--- src/rtl/uart_tx_feeder.sv ---
// Byte FIFO feeding a UART transmitter: one byte at a time, tx_send pulse,
// then wait for a rising tx_finish before handing over the next byte.
module uart_tx_feeder #(
  parameter int unsigned DEPTH  = 16,
  parameter int unsigned DATA_W = 8,
  parameter int unsigned CNT_W  = $clog2(DEPTH) + 1
) (
  input  logic              clk,
  input  logic              rst,
  input  logic              wr_en,
  input  logic [DATA_W-1:0] wr_data,
  output logic              full,
  output logic              empty,
  output logic [CNT_W-1:0]  count,
  output logic              overflow,
  input  logic              clr_ovf,
  output logic [DATA_W-1:0] tx_data,
  output logic              tx_send,
  input  logic              tx_finish,
  output logic              busy
);

  localparam int unsigned AW = $clog2(DEPTH);

  typedef enum logic [1:0] {
    ST_IDLE,
    ST_SEND,
    ST_WAIT
  } state_e;

  logic [DATA_W-1:0] mem_q [DEPTH];
  logic [AW-1:0]     wr_ptr_q, wr_ptr_d;
  logic [AW-1:0]     rd_ptr_q, rd_ptr_d;
  logic [CNT_W-1:0]  count_q, count_d;
  logic              ovf_q, ovf_d;
  logic              fin_q, fin_rise;
  logic              tx_send_q, tx_send_d;
  logic [DATA_W-1:0] tx_data_q, tx_data_d;
  state_e            state_q, state_d;
  logic              push, pop;
  logic              full_w, empty_w;

  assign full_w   = (count_q == CNT_W'(DEPTH));
  assign empty_w  = (count_q == '0);
  assign fin_rise = tx_finish & ~fin_q;

  always_comb begin
    state_d   = state_q;
    tx_data_d = tx_data_q;
    pop       = 1'b0;
    unique case (state_q)
      ST_IDLE: begin
        if (!empty_w) begin
          pop       = 1'b1;
          tx_data_d = mem_q[rd_ptr_q];
          state_d   = ST_SEND;
        end
      end
      ST_SEND: state_d = ST_WAIT;
      ST_WAIT: begin
        // Only edges seen here complete a byte; a rise during SEND is ignored.
        if (fin_rise) state_d = ST_IDLE;
      end
      default: state_d = ST_IDLE;
    endcase
    tx_send_d = (state_d == ST_SEND);
  end

  always_comb begin
    // full is taken from the registered count, so a pop this cycle cannot
    // make room for a simultaneous write.
    push     = wr_en & ~full_w;
    wr_ptr_d = push ? wr_ptr_q + AW'(1) : wr_ptr_q;
    rd_ptr_d = pop  ? rd_ptr_q + AW'(1) : rd_ptr_q;
    count_d  = count_q + CNT_W'(push) - CNT_W'(pop);
    ovf_d    = ovf_q;
    if (clr_ovf)          ovf_d = 1'b0;
    if (wr_en && full_w)  ovf_d = 1'b1;
  end

  always_ff @(posedge clk or posedge rst) begin
    if (rst) begin
      state_q   <= ST_IDLE;
      wr_ptr_q  <= '0;
      rd_ptr_q  <= '0;
      count_q   <= '0;
      ovf_q     <= 1'b0;
      fin_q     <= 1'b0;
      tx_send_q <= 1'b0;
      tx_data_q <= '0;
    end else begin
      state_q   <= state_d;
      wr_ptr_q  <= wr_ptr_d;
      rd_ptr_q  <= rd_ptr_d;
      count_q   <= count_d;
      ovf_q     <= ovf_d;
      fin_q     <= tx_finish;
      tx_send_q <= tx_send_d;
      tx_data_q <= tx_data_d;
    end
  end

  always_ff @(posedge clk) begin
    if (push) mem_q[wr_ptr_q] <= wr_data;
  end

  assign full     = full_w;
  assign empty    = empty_w;
  assign count    = count_q;
  assign overflow = ovf_q;
  assign tx_data  = tx_data_q;
  assign tx_send  = tx_send_q;
  assign busy     = (state_q != ST_IDLE) || !empty_w;

endmodule

--- config.mk ---
export PLATFORM = sky130hd
export DESIGN_NAME = uart_tx_feeder
export DESIGN_NICKNAME = d
export VERILOG_FILES = /design/src/rtl/uart_tx_feeder.sv
export SDC_FILE = /design/constraint.sdc
export NUM_CORES = 1
export LEC_CHECK = 0
export BUFFER_PORTS_ARGS = -buffer_cell sky130_fd_sc_hd__buf_2
export CAP_MARGIN = 25
export CORE_MARGIN = 4
export CORE_UTILIZATION = 45
export DETAILED_ROUTE_END_ITERATION = 16
export PLACE_DENSITY = 0.69
export RECOVER_POWER = 25
export SKIP_CTS_REPAIR_TIMING = 1
export SLEW_MARGIN = 25
export SYNTH_ARGS = -nofsm -noshare
export SYNTH_HDL_FRONTEND = slang
export SYNTH_SLANG_ARGS = --single-unit
--- constraint.sdc ---
create_clock -name clk -period 7.2 [get_ports clk]
set_input_delay 1.44 -clock clk [delete_from_list [all_inputs] [get_ports clk]]
set_output_delay 1.44 -clock clk [all_outputs]
set_load 0.01 [all_outputs]
Word level (Yosys, flattened, before mapping) --
Memories as Yosys holds them, arrays and structs flattened. A register that Yosys moved wholly into a read port is not among the register bits. Index checks and enable logic that the tools add are counted.
Cells by class: order comparisons 0, bitwise operators 5, shift-type cells 0, reductions and logical operators 8, div/mod/pow operators 0, eq/ne operators 4, $add $sub $neg 4, multiply operators 0, muxes and demuxes 9
Operators by type and width (count):
- adder 4 x 1 -> 4 bit (second input constant) | 2
- two-way mux 1 bit | 6
- case mux 2 bit (3 select lines) | 1
- adder 5 x 1 -> 5 bit | 1
- equality test 5 bit (second input constant) | 1
- logical NOT 5 bit | 1
- subtractor 5 x 1 -> 5 bit | 1
- equality test 2 x 1 -> 1 bit (second input constant) | 2
- two-way mux 2 bit | 2
- nonzero test 2 bit | 2
- inverter 1 bit | 3
- bitwise AND 1 bit | 2
- equality test 2 bit (second input constant) | 1
- logical NOT 2 bit | 1
- AND reduction 2 bit | 1
- logical AND 1 bit | 1
- logical NOT 1 bit | 1
- logical OR 1 bit | 1
Word-level totals: bits in read-only memories 0, output and inout bits 18, RAM bits 128, memories kept 1, word-level logic and storage cells 38, input port bits 13, bits in latches 0, flip-flop bits (word level) 18
Memory list:
- mem_q | words 16, bits a word 8, read ports 1, clocked after memory_dff 1, wr ports 1, line 31 | logic [DATA_W-1:0] mem_q [DEPTH];

Longest topological paths before layout --
Gate-level depths: netlist of run 1.
depth after elaboration 5, mapped depth 15, gate-level depth less buffers 14

Worst setup path before layout of run 1 --
OpenSTA, ideal clock, no wires.
kind in2reg, start point input port wr_en, end point register count_q[4], in the netlist count[4], arrival time 3.025 ns, library setup time 0.080 ns, cell stages on the path 12, path buffers 1, data required time 7.120 ns, setup slack 4.095 ns, cells stage by stage nor2b_1 -> buf_2 -> inv_1 -> ha_1 -> inv_1 -> ha_1 -> inv_1 -> fa_1 -> inv_1 -> a21oi_1 -> o21bai_1 -> xnor2_1
Between the ends: cells in the longest elaborated chain, start to end 3
Ends and longest elaborated chain:
- start, declared | line 10 | input logic wr_en,
- bitwise AND 1 bit | line 72 | push = wr_en & ~full_w;
- adder 5 x 1 -> 5 bit | line 75 | count_d = count_q + CNT_W'(push) - CNT_W'(pop);
- subtractor 5 x 1 -> 5 bit | line 75
- named net count_d[4] | line 34 | logic [CNT_W-1:0] count_q, count_d;
- end signal, assigned | line 95 | count_q <= count_d;
- end, declared | line 34
The timed path passes the listed nets, and every way through them passes these cells. A chain may end at the register's enable or synchronous reset.

Worst setup path in the final report of run 1 --
Same ends and word-level chain as after synthesis.

==> impl_metrics.tcl, run 1 <==
set metrics [dict create \
    antenna_found_initial 0 \
    cp.required_ps 7540 \
    path_max_fanout 9 \
    synth-edff-count 128 \
    end_kind "flop" \
    drc 0 \
    cts_max_level 4 \
    cp_top_family "adder cells" \
    num_antenna_cells 0 \
    netlist_area_um2 6200 \
    slew_viol_final 0 \
    grt_pass1_vias 3092 \
    p_clk_share_pct 30.7 \
    ys_seq_elements 154 \
    vias 3148 \
    yosysWarnings 0 \
    grt_pass1_wl_um 18400 \
    wl_per_cell_um 20.3 \
    endpoint "count[4]$_DFF_PP0_" \
    grt.overflow.total 0 \
    finalHoldViolCount 0 \
    power_frac_comb_pct 28.1 \
    nets 416 \
    slowest_delay_ps 600 \
    drt_iter0_markers 271 \
    synthCells 358 \
    ys_types 39 \
    rows 42 \
    r2r_cells 14 \
    fin_crit_ps 3270 \
    numCtsBuffers 17 \
    swShare_pct 31.5 \
    start_util_pct 46.5 \
    power_frac_seq_pct 41.2 \
    powerDensity_nw_per_um2 418 \
    cp-start-kind "primary input" \
    crit_top_cell "inv_1" \
    seq_area_frac_synth_pct 72.4 \
    cp_cell_sequence "clkbuf_1, nor2b_1, inv_1, ha_1, inv_1, ha_1, inv_1, fa_1, inv_1, a21oi_1, o21bai_1, xnor2_1" \
    pre_cts_ws_ps 3550 \
    clock_latency_ps 420 \
    synthArstFlopShare_pct 16.9 \
    dieArea_um2 15700 \
    die_height_um 125 \
    p_switching_mw 0.936 \
    dieWidth_um 125 \
    max-slew-margin-rel_pct 42.6 \
    clock_path_buffers 2 \
    rrSetupSlack_ps 4030 \
    track_usage_pct 15.8 \
    status "finished clean" \
    grt_max_degree 50 \
    setup_ws_ps 3930 \
    syn_nets 383 \
    power_mw 2.97 \
    worst_ep_arrival_time_ps 3610 \
    timing.hold.ws_ps 494 \
    drv_cap 0 \
    r2r-start "count[2]$_DFF_PP0_" \
    crit_buf_inv 5 \
    clock_sinks 154 \
    final.fill_count 1037 \
    intPower_mw 2.04 \
    ir_drop_v 0.000191 \
    total_leakage_power_nw 2.58 \
    worst_slew_pin_slew_ps 861 \
    ys.flop_type "edfxtp_1" \
    post-route-period-util_pct 45.4 \
    rsz0062_at_grt "false" \
    design.core.area_um2 13300 \
    cts_tree "built" \
    drt-total-wl_um 11800 \
    clkTransAtPathRegs_ps 60 \
    cp-startpoint "wr_en" \
    max_freq_mhz 306 \
    layout-drive-gt1-share_pct 20.8 \
    final_area_um2 7110 \
    setup_viol 0 \
    ant_nets 0 \
    viasPerCell 5.43 \
    avgSynthCellArea_um2 17.3 \
    first_pass_iters 4 \
    area_growth_pct 14.7 \
    place_area_um2 6500 \
    portBuffers 30 \
    hold_path_class "flop to flop" \
    slowest_stage "nor2b_1" \
    io_pins 31 \
    r2r_end "count[4]$_DFF_PP0_" \
    cts_root_buf "clkbuf_16" \
    cp.depth 12 \
    gp_congestion 0.802 \
    post-dp-hpwl_um 7540 \
    fin_tns_setup_ps 0 \
    fin_worst_skew_ps 7.37 \
    path_class "primary input to flop" \
]
-- how the worst min path moves through the flow --
stage	from	to	slack (ps)	cells after the start
finish	tx_data[2]$_DFFE_PP0P_	tx_data[2]$_DFFE_PP0P_	490	2
detailed placement	tx_data[2]$_DFFE_PP0P_	tx_data[2]$_DFFE_PP0P_	490	2
global placement	tx_data[2]$_DFFE_PP0P_	tx_data[2]$_DFFE_PP0P_	480	2
global route	tx_data[2]$_DFFE_PP0P_	tx_data[2]$_DFFE_PP0P_	520	2
floorplan	state_q[1]$_DFF_PP0_	state_q[1]$_DFF_PP0_	500	1
CTS	tx_data[2]$_DFFE_PP0P_	tx_data[2]$_DFFE_PP0P_	500	2
-- placed cells by master, fill, tap and decap left out, types with 3 or more instances in the layout --
cell type / netlist / routed
edfxtp_1: 128 / 128
mux2i_1: 31 / 31
dfrtp_1: 26 / 25
a22oi_1: 21 / 21
clkbuf_16: 0 / 21
buf_2: 2 / 21
nand2_1: 19 / 19
mux4_2: 17 / 17
nor2_1: 15 / 15
inv_1: 16 / 15
ha_1: 11 / 11
clkbuf_1: 4 / 10
nand3_1: 8 / 8
nand4_1: 8 / 8
xnor2_1: 7 / 7
nor3_2: 0 / 4
nor2b_1: 3 / 3
a21oi_1: 3 / 3
xor2_1: 3 / 3
inv_4: 0 / 3
clkinv_4: 0 / 3
-- cell usage after synthesis (3+ instances only) --
| cell | number | area, um^2 |
|---|---|---|
| a21oi_1 | 3 | 15.0 |
| a22oi_1 | 21 | 158 |
| buf_4 | 7 | 52.6 |
| buf_6 | 3 | 33.8 |
| clkbuf_1 | 4 | 15.0 |
| dfrtp_1 | 26 | 651 |
| edfxtp_1 | 128 | 3840 |
| ha_1 | 11 | 138 |
| inv_1 | 16 | 60.1 |
| mux2i_1 | 31 | 310 |
| mux4_2 | 17 | 383 |
| nand2_1 | 19 | 71.3 |
| nand3_1 | 8 | 40.0 |
| nand4_1 | 8 | 50.1 |
| nor2_1 | 15 | 56.3 |
| nor2b_1 | 3 | 18.8 |
| nor3_1 | 4 | 20.0 |
| xnor2_1 | 7 | 61.3 |
| xor2_1 | 3 | 26.3 |
-- sequential cells by signal, indices dropped and copies added (netlist names) --
register  flops
tx_data       8
state_q       2
tx_send       1
wr_ptr_q      4
overflow      1
rd_ptr_q      4
fin_q         1
count         5
mem_q       128
-- layer usage --
layer,vias up,share of wire (%),GRT usage (%),wire (um)
met4,0,1.4,7.08,165
met3,14,5.8,3.84,688
met1,1597,43,22.0,5110
met2,93,49,23.8,5820
li1,1444,-,-,-
met5,-,0,0,0
-- cell families (layout without fill, tap and decap cells) --
family	after synthesis	in the layout	share of synthesized area, %
compound gates	30	30	3.43
xor+xnor	10	10	1.41
flops	154	154	72.4
mux	49	49	11.4
simple gates	68	68	5.87
fa+ha+maj	12	12	2.54
buf+inv	35	81	2.94
-- power groups by stage --
stage / combinational (mW) / sequential, mW / clock (mW)
after floorplan: 0.655 / 1.21 / 0
after global placement: 0.815 / 1.23 / 0
after detailed placement: 0.851 / 1.24 / 0
after CTS: 0.854 / 1.22 / 0.927
after global routing: 0.922 / 1.24 / 0.963
final: 0.836 / 1.22 / 0.913
-- worst min-delay path: stages, from the launching register on --
cell	delay, ps
dfrtp_1	340
nand2_1	50
nand3_1	70
-- per-stage QoR --
step	std cells	utilization, %
final	580	53.3
after global routing	580	53.3
after CTS	580	53.4
after detailed placement	548	48.7
after global placement	548	48.5
after floorplan	358	-
-- final cells by class --
class / count / area [um^2] / share of cell area [%]
multi-input cells: 169 / 1550 / 21.8
clock buffers: 22 / 529 / 7.44
clock inverters: 10 / 97.6 / 1.37
flip-flops and latches: 154 / 4500 / 63.2
inverters: 17 / 63.8 / 0.897
repair buffers: 32 / 154 / 2.16
well taps: 176 / 220 / 3.10
Note: power is estimated with default switching activity, not from simulation.
==> inputs of run 2 (changes only) <==
--- a/config.mk
+++ b/config.mk
@@ -5,12 +5,13 @@
 export SDC_FILE = /design/constraint.sdc
 export NUM_CORES = 1
 export LEC_CHECK = 0
+export ABC_AREA = 1
 export BUFFER_PORTS_ARGS = -buffer_cell sky130_fd_sc_hd__buf_2
 export CAP_MARGIN = 25
 export CORE_MARGIN = 4
 export CORE_UTILIZATION = 45
 export DETAILED_ROUTE_END_ITERATION = 16
-export PLACE_DENSITY = 0.69
+export PLACE_DENSITY = 0.71
 export RECOVER_POWER = 25
 export SKIP_CTS_REPAIR_TIMING = 1
 export SLEW_MARGIN = 25
==> constraint.sdc (replaced) <==
create_clock -name clk -period 2.7 [get_ports clk]
set_input_delay 0.54 -clock clk [delete_from_list [all_inputs] [get_ports clk]]
set_output_delay 0.54 -clock clk [all_outputs]
set_load 0.01 [all_outputs]
==> run 2 against run 1 <==
Compared with the run above:
- via count is 43% higher
- worst setup slack worse by 3600 ps
- core utilization is 1.2 points lower
- critical path depth stayed put
- global-route usage is 2.9 points higher
- total power grew to 2.8 times the previous value
- non-clock buffer count is 5 higher
- final area is 7.3% higher
- clock skew is 1.3 ps lower
- wire length is 27% higher
- final cell count is 54% higher
- critical path type is now flop to flop
==> impl_metrics.tcl, run 2 <==
set metrics [dict create \
    status "finished clean" \
    num_antenna_cells 0 \
    clkTransAtPathRegs_ps 60 \
    worst_slew_pin_slew_ps 1390 \
    timing.hold.ws_ps 240 \
    yosysWarnings 0 \
    rsz0062_at_grt "false" \
    synthTopCellsByCount "nand2_1, edfxtp_1, inv_1, nand3_1, dfrtp_1" \
    avgSynthCellArea_um2 10.2 \
    use_met2_pct 30.6 \
    area_growth_pct 12.5 \
    ys_seq_elements 154 \
    r2r-start "count[3]$_DFF_PP0_" \
    path_class "flop to flop" \
    track_usage_pct 18.7 \
    yosysTopAreaCell "edfxtp_1" \
    post-dp-hpwl_um 9580 \
    grt.met1_usage_pct 24.0 \
    final_cell_mix "nand2_1, edfxtp_1, inv_1" \
    start_util_pct 46.3 \
    fin_crit_ps 2350 \
    largest-register "mem_q" \
    die_height_um 131 \
    grt.overflow.total 0 \
    r2r_end "count[4]$_DFF_PP0_" \
    seq_area_frac_synth_pct 66.3 \
    setup_viol 0 \
    r2r_cells 12 \
    ant_nets 0 \
    max_freq_mhz 426 \
    grt_max_degree 67 \
    largest_register_ffs 128 \
    clock_latency_ps 420 \
    holdPathStages 1 \
    dieArea_um2 17100 \
    cp-start-kind "flop" \
    vias 4515 \
    ys.flop_type "edfxtp_1" \
    fin_worst_skew_ps 6.08 \
    synth_area_leaders "edfxtp_1, nand2_1, dfrtp_1" \
    drc 0 \
    synth-edff-count 128 \
    syn_nets 693 \
    design.core.area_um2 14600 \
    dieWidth_um 131 \
    ys_types 19 \
    grt_pass1_vias 4423 \
    yosysMostFrequentCell "nand2_1" \
    hold_end "fin_q$_DFF_PP0_" \
    total_leakage_power_nw 3.42 \
    powerDensity_nw_per_um2 1080 \
    io_pins 31 \
    first_pass_iters 4 \
    path_max_fanout 3 \
    slew_viol_final 0 \
    grtUsageMet3_pct 4.35 \
    grt.busiest_layer "met2" \
    drv_cap 0 \
    worst_ep_arrival_time_ps 2700 \
    portBuffers 30 \
    cts_max_level 4 \
    grt_pass1_wl_um 23300 \
    power_mw 8.25 \
    antenna_found_initial 0 \
    wl_per_cell_um 16.7 \
    dpl.cell_count 862 \
    final_common_cell "nand2_1" \
    netlist_area_um2 6780 \
    fin_util_pct 52.1 \
    nets 722 \
    finalHoldViolCount 0 \
    synth.top_cell.area_share_pct 56.7 \
    hold_path_class "primary input to flop" \
    rrSetupSlack_ps 350 \
    ir_drop_v 0.000642 \
    rows 44 \
    drt_iter0_markers 358 \
    viasPerCell 5.05 \
    cp.required_ps 3050 \
    synthArstFlopShare_pct 16.9 \
    cts_root_buf "clkbuf_16" \
    instances_no_fill 894 \
    post-route-period-util_pct 86.9 \
    numCtsBuffers 17 \
    synthCells 668 \
    clock_path_buffers 2 \
    fin_tns_setup_ps 0 \
    end_kind "flop" \
    layout-drive-gt1-share_pct 7.75 \
    drt-total-wl_um 14900 \
    clock_sinks 154 \
    cts_tree "built" \
    hp-start "tx_finish" \
    max-slew-margin-rel_pct 7.49 \
    gp_congestion 0.882 \
]
==> run 2: cell types whose count changed after synthesis, moves of 15 or more <==
cell / previous run / this run
nand2_1: 19 / 210
inv_1: 16 / 123
nand3_1: 8 / 99
mux2i_1: 31 / 0
a22oi_1: 21 / 0
mux4_2: 17 / 0
buf_2: 2 / 17
==> run 2: layer usage <==
layer | wire (um) | share of wire [%]
met3 | 875 | 5.9
met5 | 0 | 0
met2 | 7480 | 50
met4 | 466 | 3.1
met1 | 6100 | 41
==> run 2: cells by family (layout without fill, tap and decap cells) <==
group                      Yosys count  after routing  share of synthesized area, %
xor gates and xnor gates            10             10                          1.29
adders and majority gates           12             12                          2.32
DFF                                154            154                          66.3
buffers and inverters              153            195                          9.28
and+or+nand+nor                    329            329                          20.1
AOI/OAI and AO/OA                   10             10                         0.738
==> run 2: critical path: stages (launching register included) <==
cell	delay, ps
dfrtp_1	410
inv_1	100
ha_1	170
nand4_1	130
nand2_1	100
inv_1	60
ha_1	270
inv_1	60
ha_1	150
inv_1	50
fa_1	400
o21ai_0	230
xor2_1	160
==> run 2: worst max-delay path by stage <==
stage	from	end	slack, ps
after floorplan	count[2]$_DFF_PP0_	count[4]$_DFF_PP0_	280
after global placement	count[3]$_DFF_PP0_	count[4]$_DFF_PP0_	440
after detailed placement	count[3]$_DFF_PP0_	count[4]$_DFF_PP0_	350
after CTS	count[3]$_DFF_PP0_	count[4]$_DFF_PP0_	340
after global routing	count[3]$_DFF_PP0_	count[4]$_DFF_PP0_	220
final	count[3]$_DFF_PP0_	count[4]$_DFF_PP0_	350
==> run 2: final cells by class <==
type | count | area, um^2
clock buffer | 22 | 444
timing repair buffer | 37 | 204
clock inverter | 10 | 125
sequential | 154 | 4500
inverter | 126 | 473
fill | 1272 | 7010
multi-input combinational | 361 | 1660
tap | 184 | 230
==> run 2: metrics by stage <==
step | area, um^2 | setup slack, ps
2_1_floorplan | 6780 | 279
3_3_place_gp | 7070 | 437
3_5_place_dp | 7070 | 354
4_1_cts | 7640 | 337
5_1_grt | 7630 | 221
6_report | 7630 | 353
==> run 2: power by group <==
group          internal [mW]  switching, mW
Clock                   1.44          0.874
Sequential              2.97          0.182
Combinational          0.879           1.91
==> inputs of run 3 (changes only) <==
--- a/config.mk
+++ b/config.mk
@@ -11,7 +11,8 @@
 export CORE_MARGIN = 4
 export CORE_UTILIZATION = 45
 export DETAILED_ROUTE_END_ITERATION = 16
-export PLACE_DENSITY = 0.71
+export GPL_TIMING_DRIVEN = 0
+export PLACE_DENSITY = 0.63
 export RECOVER_POWER = 25
 export SKIP_CTS_REPAIR_TIMING = 1
 export SLEW_MARGIN = 25
==> constraint.sdc (replaced) <==
create_clock -name clk -period 2.6 [get_ports clk]
set_input_delay 0.52 -clock clk [delete_from_list [all_inputs] [get_ports clk]]
set_output_delay 0.52 -clock clk [all_outputs]
set_load 0.01 [all_outputs]
==> run 3 against run 2 <==
Compared with the run above:
- critical path type unchanged
- worst setup slack got worse by 250 ps
- wire length is 1.6% lower
- largest cell class unchanged
- sequential cell count unchanged
- total power rose by 8.1%
==> impl_metrics.tcl, run 3 (synthesis results as in run 2) <==
set metrics [dict create \
    status "finished clean" \
    start_util_pct 46.3 \
    fin_crit_ps 2490 \
    total_leakage_power_nw 3.54 \
    dieWidth_um 131 \
    grt_pass1_vias 4436 \
    die_height_um 131 \
    grtUsageMet3_pct 4.59 \
    grt.overflow.total 0 \
    grt.met1_usage_pct 24.9 \
    grt.busiest_layer "met2" \
    ir_drop_v 0.000625 \
    layout-drive-gt1-share_pct 12.4 \
    final_common_cell "nand2_1" \
    p_switching_mw 3.32 \
    rrSetupSlack_ps 110 \
    area_growth_pct 15.0 \
    path_class "flop to flop" \
    grt_max_degree 27 \
    gp_congestion 0.814 \
    r2r_cells 13 \
    path_max_fanout 10 \
    cp.required_ps 2940 \
    cts_root_buf "clkbuf_16" \
    hold_end "fin_q$_DFF_PP0_" \
    r2r-start "count[2]$_DFF_PP0_" \
    clkTransAtPathRegs_ps 70 \
    grt_pass1_wl_um 23500 \
    finalHoldViolCount 0 \
    first_pass_iters 4 \
    ant_nets 0 \
    cp-start-kind "flop" \
    clock_latency_ps 420 \
    p_clk_share_pct 28.0 \
    register_area_um2 4490 \
    clock_path_buffers 2 \
    numCtsBuffers 17 \
    final_cell_mix "nand2_1, edfxtp_1, inv_1" \
    antenna_found_initial 0 \
    final.fill_count 1304 \
    rows 44 \
    slew_viol_final 0 \
    num_antenna_cells 0 \
    max-slew-margin-rel_pct 33.8 \
    drv_cap 0 \
    largest_register_ffs 128 \
    worst_ep_arrival_time_ps 2840 \
    powerDensity_nw_per_um2 1140 \
    io_pins 31 \
    drt_iter0_markers 298 \
    end_kind "flop" \
    wl_per_cell_um 16.0 \
    portBuffers 30 \
    cts_max_level 4 \
    post-dp-hpwl_um 10400 \
    viasPerCell 4.85 \
    multi_input_area_um2 1670 \
    hold_path_class "primary input to flop" \
    max_freq_mhz 401 \
    worst_slew_pin_slew_ps 992 \
    power_mw 8.92 \
    post-route-period-util_pct 95.9 \
    r2r_end "count[4]$_DFF_PP0_" \
    dieArea_um2 17100 \
    fin_worst_skew_ps 8.31 \
    drc 0 \
    use_met2_pct 30.0 \
    drt-total-wl_um 14700 \
    power_frac_comb_pct 35.5 \
    intPower_mw 5.60 \
    nets 746 \
    holdPathStages 1 \
    cts_tree "built" \
    swShare_pct 37.2 \
    power_frac_seq_pct 36.5 \
    largest-register "mem_q" \
    vias 4450 \
    track_usage_pct 18.7 \
    hp-start "tx_finish" \
    setup_viol 0 \
    design.core.area_um2 14600 \
    fin_util_pct 53.3 \
    clock_sinks 154 \
]
run 3: cell types whose count changed in the layout (fill, tap and decap cells not counted), sizes merged:
cell	before	now
clkbuf	29	24
inv	124	134
buf	30	54
clkinv	7	3
bufinv	3	2
run 3: final cells by class:
cell class	count	area share (%)
Sequential cell	154	57.6
Multi-Input combinational cell	361	21.4
Inverter	126	6.06
Clock buffer	17	5.45
Tap cell	184	2.95
Clock inverter	15	2.25
Timing Repair Buffer	34	2.23
Buffer	27	2.04
run 3: worst max path at each step:
stage                       start            endpoint  slack (ps)  depth (start not counted)
2_1_floorplan  count[2]$_DFF_PP0_  count[4]$_DFF_PP0_         180                         13
3_3_place_gp   count[2]$_DFF_PP0_  count[4]$_DFF_PP0_         -50                         13
3_5_place_dp   count[3]$_DFF_PP0_  count[4]$_DFF_PP0_         -40                         13
4_1_cts        count[3]$_DFF_PP0_  count[4]$_DFF_PP0_         -80                         13
5_1_grt        count[2]$_DFF_PP0_  count[4]$_DFF_PP0_          -7                         13
6_report       count[2]$_DFF_PP0_  count[4]$_DFF_PP0_         110                         13
run 3: layer usage:
metal,wire length [um],up-vias
met1,6370,2095
met3,631,21
li1,-,2226
met5,0,-
met4,401,0
met2,7290,108
run 3: power by group through the flow:
stage	logic, mW	registers (mW)	clock network (mW)
2_1_floorplan	2.07	3.32	0
3_3_place_gp	2.97	3.29	0
3_5_place_dp	3.05	3.30	0
4_1_cts	3.07	3.26	2.55
5_1_grt	3.56	3.29	2.66
6_report	3.16	3.25	2.50
run 3: critical path: stages, from the launching register on:
cell and delay [ps]:
dfrtp_1 400, inv_1 90, ha_1 180, nand4_1 130
nand2_2 140, inv_2 70, buf_4 160, ha_1 270
inv_1 50, ha_1 150, inv_1 60, fa_2 390
o21ai_2 170, xor2_1 170
run 3: per-stage QoR:
stage | cells | instance area, um^2 | setup TNS (ps) | hold slack, ps | worst slack (ps)
4_1_cts | 914 | 7760 | -77.0 | 198 | -77.0
3_5_place_dp | 882 | 7160 | -36.6 | 457 | -36.6
5_1_grt | 918 | 7800 | -6.51 | 196 | -6.51
2_1_floorplan | 668 | 6780 | 0 | 424 | 179
3_3_place_gp | 882 | 7160 | -52.2 | 437 | -52.2
6_report | 918 | 7800 | 0 | 217 | 108
